`src/rtl/updown_counter_mod.sv`:
```
// Parametrised up/down counter with enable prescaler, sync load/clear,
// wrap-or-saturate boundary handling, and tick / terminal-count / sticky overflow flags.
module updown_counter_mod #(
  parameter int          WIDTH    = 32,
  parameter logic [31:0] MAX_VAL  = 32'hFFFF_FFFF,
  parameter bit          SATURATE = 1'b0,
  parameter int          PRESCALE = 1
) (
  input  logic             clk,
  input  logic             rst,
  input  logic             en,
  input  logic             up_dn,
  input  logic             load,
  input  logic [WIDTH-1:0] load_val,
  input  logic             clear,
  output logic [WIDTH-1:0] count,
  output logic             tick,
  output logic             tc,
  output logic             ovf
);

  localparam logic [WIDTH-1:0] MAXV  = MAX_VAL[WIDTH-1:0];
  localparam int               PW    = (PRESCALE > 1) ? $clog2(PRESCALE) : 1;
  localparam logic [PW-1:0]    PLAST = PW'(PRESCALE - 1);

  logic [WIDTH-1:0] count_q, count_d;
  logic [PW-1:0]    psc_q, psc_d;
  logic             tick_q, tick_d;
  logic             tc_q, tc_d;
  logic             ovf_q, ovf_d;

  logic step, at_max, at_zero, boundary;

  assign step     = en && (psc_q == PLAST);
  assign at_max   = (count_q == MAXV);
  assign at_zero  = (count_q == '0);
  assign boundary = up_dn ? at_max : at_zero;

  always_comb begin
    count_d = count_q;
    psc_d   = psc_q;
    tick_d  = 1'b0;
    tc_d    = 1'b0;
    ovf_d   = ovf_q;
    if (clear) begin
      count_d = '0;
      psc_d   = '0;
      ovf_d   = 1'b0;
    end else if (load) begin
      count_d = (load_val > MAXV) ? MAXV : load_val;
      psc_d   = '0;
    end else if (step) begin
      psc_d  = '0;
      tick_d = 1'b1;
      tc_d   = boundary;
      if (boundary) begin
        ovf_d = 1'b1;
        // saturate holds the current value; wrap jumps to the opposite end
        if (!SATURATE) count_d = up_dn ? '0 : MAXV;
      end else begin
        count_d = up_dn ? count_q + 1'b1 : count_q - 1'b1;
      end
    end else if (en) begin
      psc_d = psc_q + 1'b1;
    end
  end

  always_ff @(posedge clk or posedge rst) begin
    if (rst) begin
      count_q <= '0;
      psc_q   <= '0;
      tick_q  <= 1'b0;
      tc_q    <= 1'b0;
      ovf_q   <= 1'b0;
    end else begin
      count_q <= count_d;
      psc_q   <= psc_d;
      tick_q  <= tick_d;
      tc_q    <= tc_d;
      ovf_q   <= ovf_d;
    end
  end

  assign count = count_q;
  assign tick  = tick_q;
  assign tc    = tc_q;
  assign ovf   = ovf_q;

endmodule

```
`config.mk`:
```
export PLATFORM = sky130hd
export DESIGN_NAME = updown_counter_mod
export DESIGN_NICKNAME = d
export VERILOG_FILES = /design/src/rtl/updown_counter_mod.sv
export SDC_FILE = /design/constraint.sdc
export NUM_CORES = 1
export LEC_CHECK = 0
export BUFFER_PORTS_ARGS = -buffer_cell sky130_fd_sc_hd__buf_2
export CAP_MARGIN = 20
export CORE_UTILIZATION = 42
export DETAILED_ROUTE_END_ITERATION = 6
export HOLD_SLACK_MARGIN = 0.08
export PLACE_DENSITY_LB_ADDON = 0.08
export SYNTH_ARGS = -nofsm -noshare
export SYNTH_HDL_FRONTEND = slang
export SYNTH_SLANG_ARGS = --single-unit
```
`constraint.sdc`:
```
create_clock -name clk -period 2.7 [get_ports clk]
set_input_delay 0.405 -clock clk [delete_from_list [all_inputs] [get_ports clk]]
set_output_delay 0.405 -clock clk [all_outputs]
set_load 0.02 [all_outputs]
```
# [After elaboration in Yosys (flattened, before gate mapping)]
# Index checks and enable logic that the tools add are counted.
[op_classes] muxes=22 n_eq_ne=2 reduce_logical=7 addsub=3 n_lt_le_gt_ge=1 bitwise=1
[ops] operator="32-bit 2-to-1 mux" count=7
[ops] operator="32-bit by 1-bit adder with 32-bit output, second input constant" count=1
[ops] operator="32-bit == test, second input constant" count=1
[ops] operator="32-bit greater-than comparator, second input constant" count=1
[ops] operator="32-bit zero test" count=1
[ops] operator="32-bit by 1-bit subtractor with 32-bit output, second input constant" count=1
[ops] operator="1-bit 2-to-1 mux" count=15
[ops] operator="2-bit nonzero test" count=2
[ops] operator="4-bit nonzero test" count=1
[ops] operator="3-bit AND reduction" count=1
[ops] operator="3-bit nonzero test" count=1
[ops] operator="2-bit by 1-bit inequality test with 1-bit output, second input constant" count=1
[ops] operator="1-bit adder, second input constant" count=1
[ops] operator="1-bit logical AND" count=1
[ops] operator="1-bit inverter" count=1
[totals] ff_bits=36 out_inout_bits=35

# [Depth between registers and ports, before layout]
[logic_depth] word_depth=6 depth_mapped=11 depth_no_buf=10

# [Worst setup path before layout]
# No wires, ideal clock.
[synth_path] path_type="input-to-reg" from="input port up_dn" to="register count_q[20] (netlist: count[20])" required_ns=2.606 n_path_buf=0 arrival_time_ns=3.073 setup_slack_ns=-0.467 path_stages=10 cell_sequence="inv_1 ha_1 a21o_1 a221o_1 a21o_1 a311oi_2 o31ai_1 a21oi_2 xor2_1 a211oi_1"
[synth_via] elab_chain_len=5 word_cells_on_any_way=7
[synth_lines] element="from (decl)" line="12" rtl="input logic up_dn,"
[synth_lines] element="32-bit 2-to-1 mux, or another cell as far along" line="61" rtl="count_d = up_dn ? count_q + 1'b1 : count_q - 1'b1;"
[synth_lines] element="32-bit 2-to-1 mux (*)" line="56" rtl="if (boundary) begin"
[synth_lines] element="32-bit 2-to-1 mux (*)" line="52" rtl="end else if (step) begin"
[synth_lines] element="32-bit 2-to-1 mux (*)" line="49" rtl="end else if (load) begin"
[synth_lines] element="32-bit 2-to-1 mux (*)" line="45" rtl="if (clear) begin"
[synth_lines] element="to (signal assigned)" line="76" rtl="count_q <= count_d;"
[synth_lines] element="to (decl)" line="26" rtl="logic [WIDTH-1:0] count_q, count_d;"
# Mark *: on every way between the ends. The rest lies on a longest branch, timed or not. The select of a mux whose other input is x is not followed.
# A chain may end at the register's enable or synchronous reset.

# [Worst setup path after layout]
# Ends and elaborated chain as after synthesis.

==> run_results.csv <==
group,metric,value,unit
worst_setup_path,ff2ff_path_depth,10,
timing,max_slew.worst_pin.slew,1.006,ns
clock_network,clock_path_buffers,2,
worst_setup_path,crit_family,"compound AO/OA/AOI/OAI gates",
placed_design,io_buffers,72,
floorplan,start_util,43.45,%
timing,finalMaxSlewViolations,0,
routing,ant_nets,0,
timing,hold_violations,0,
worst_setup_path,cp.required,2.87,ns
synthesis,synth_area_leaders,"dfrtp_1, ha_1, a21oi_1",
timing,layout_setup_ws,-0.01037,ns
synthesis,yosysTopAreaCell,"dfrtp_1",
global_routing,grt_overflow_total,0,
routing,drtIter0Drc,262,
worst_setup_path,worst-path-buf-inv,5,
synthesis,synth_area,0.003807,mm²
power,power,2.276,mW
floorplan,dieArea,0.009450,mm²
clock_network,root_buffer,"clkbuf_8",
worst_setup_path,crit_type,"in -> reg",
global_routing,grt_pass1_wl,23.01,mm
layout,syn_to_final_growth,41.11,%
worst_setup_path,worstReg2RegStart,"count[1]",
global_routing,grt_usage,30.68,%
routing,dr.pass1.iters,5,
synthesis,syn_area_per_cell,7.692,µm²
global_routing,grt_antenna_before_repair,0,
synthesis,synth_cells,495,
routing,routedWlPerCell,18.55,µm
floorplan,core,0.008763,mm²
placed_design,hpwlAfterDp,11.09,mm
run_status,violations,"negative setup slack",
synthesis,syn-num-nets,564,
worst_setup_path,cp_slowest_cell,"ha_1",
floorplan,die_h,97.21,µm
layout,layout_commonest_cell,"buf_4",
clock_network,h-tree-depth,2,
global_routing,grt_pass1_vias,4474,
layout,n_antenna_cell,0,
synthesis,synth_top_area_share,23.66,%
power,ir_worst_vdd,0.2254,mV
clock_network,cts_sinks,36,
worst_setup_path,rrSetupSlack,0,ns
routing,vias,4672,
synthesis,ys_types,62,
routing,routed_wl,14.40,mm
worst_setup_path,cp_max_fo,17,
layout,final_cell_mix,"buf_4, buf_2, a21oi_1, nor2_1, dfrtp_1",
clock_network,numCtsBuffers,5,
worst_setup_path,start_kind,"input pin",
floorplan,num_io_pins,73,
timing,slew_headroom,32.71,%
floorplan,die_w,97.21,µm
timing,setup_viol_count_final,2,
timing,post-route-period-util,100.4,%
placed_design,place_area,0.005117,mm²
routing,drc,0,
worst_setup_path,worstPathArrival,2.88,ns
clock_network,cts.reportedPaths.clkPinSlew,0.09,ns
timing,clock.fmax,369.0,MHz
worst_hold_path,hp-class,"in -> async",
clock_network,cts_tree,"yes",
worst_setup_path,cpPeakStageDelay,0.33,ns
power,p_per_area,423.7,mW/mm²
worst_setup_path,reg2reg_to,"count[20]",
run_status,outcome,"complete, but fails checks",
worst_setup_path,crit_path_cell_trace,"buf_2, clkinvlp_4, buf_12, buf_4, ha_1, a21oi_1, o21ai_1, buf_4, a21o_1, a311oi_2, o31ai_1, a21oi_2, xor2_1, a211oi_1",
worst_setup_path,cp_common_cell,"buf_4",
synthesis,async_reset_ff_share,100.0,%
flow_run,cap_violations,0,
routing,avgViaCountPerCell,6.021,
synthesis,synth_seq_area_share,23.66,%
placed_design,gp_congestion,0.9398,
synthesis,synth_top_flop_cell,"dfrtp_1",
timing,period_minus_slack,2.710,ns
timing,rsz0062_at_grt,"true",
worst_setup_path,endpoint_kind,"flip-flop",
clock_network,clock_latency,0.30,ns
synthesis,synth_seq_cells,36,
synthesis,yosys_warnings,0,
clock_network,cts_hold_buf,0,
layout,stdcell_area,0.005373,mm²
layout,drive_gt1_share,35.48,%
power,power.leakage,2.672,nW
floorplan,rows,34,
synthesis,synth_edf_count,0,
layout,layout.nets,736,
global_routing,grt_max_degree,39,
timing,skew,0.005159,ns
stage by stage:
stage	setup WS, ns	std cells	hold slack (ns)	utilization, %	setup TNS (ns)
floorplan	-0.2866	495	0.4764	-	-3.396
global placement	-0.3786	765	0.4614	58.40	-5.267
detailed placement	-0.3846	765	0.4688	58.40	-6.129
CTS	-0.0008835	774	0.2394	59.78	-0.0008835
global route	-0.1429	776	0.2792	61.31	-1.112
finish	-0.01037	776	0.2144	61.31	-0.01244
synthesized netlist by cell type (6+ instances only):
cell type	n
a21oi_1	65
nor2_1	44
dfrtp_1	36
o21ai_0	35
nand2_1	33
ha_1	30
a21o_1	22
clkbuf_1	21
nand4_1	16
inv_1	14
xnor2_1	14
nand3_1	13
a211oi_1	12
nor3_1	12
o211ai_1	10
nor4_1	8
xor2_1	8
o21ai_1	6
routing by layer:
layer	up-vias	track usage (%)	share of wire [%]
li1	2227	-	-
met2	167	50.70	47
met1	2257	42.53	45
met4	0	6.448	1.7
met5	-	0	0
met3	21	4.604	6.3
report_power, final:
part | internal, mW | total (mW) | switching, mW
clock network | 0.181 | 0.421 | 0.241
registers | 0.582 | 0.643 | 0.0609
logic | 0.563 | 1.21 | 0.649
total | 1.33 | 2.28 | 0.951
cells by family (layout without fill, tap and decap cells):
group	count (synthesis)	in the layout	synth area share, %
multiplexers	3	3	0.7887
XOR/XNOR	22	22	5.061
AND/OR/NAND/NOR	162	162	21.82
AO/OA/AOI/OAI	198	198	33.68
adder cells (fa/ha/maj)	31	31	10.38
buffers and inverters	43	216	4.601
flip-flops	36	36	23.66
final cells by class:
type | instances | area, µm²
Sequential cell | 36 | 900.9
Tap cell | 108 | 135.1
Multi-Input combinational cell | 416 | 2888
Timing Repair Buffer | 194 | 1305
Clock buffer | 5 | 68.82
Clock inverter | 3 | 18.77
Inverter | 14 | 56.30
Fill cell | 825 | 3391
worst max path at each step:
stage / from / slack, ns / depth (start not counted) / end
floorplan: up_dn / -0.29 / 10 / count[20]
finish: up_dn / -0.01 / 14 / count[20]
global route: up_dn / -0.14 / 16 / count[21]
CTS: up_dn / -0.0009 / 14 / count[20]
global placement: up_dn / -0.38 / 12 / count[19]
detailed placement: up_dn / -0.38 / 14 / count[21]
registers in the layout, summed over array words and instances (netlist names):
register / cells
count: 32
ovf: 1
psc_q: 1
tc: 1
tick: 1
worst register-to-register path, stage by stage, from the launching register on:
cell	delay, ns
dfrtp_1	0.44
fa_2	0.40
a21o_1	0.18
a221o_1	0.35
buf_6	0.14
a21o_1	0.19
a311oi_2	0.31
o31ai_1	0.12
a21oi_2	0.17
xor2_1	0.17
a211oi_1	0.08
timing repair:
action                     4_1_cts  5_1_grt
resized for setup                6       27
buffers inserted                 1        2
pin swaps                        9       10
setup endpoints to repair       11       23
hold endpoints to repair         0        0
(Power assumes the default switching activity.)
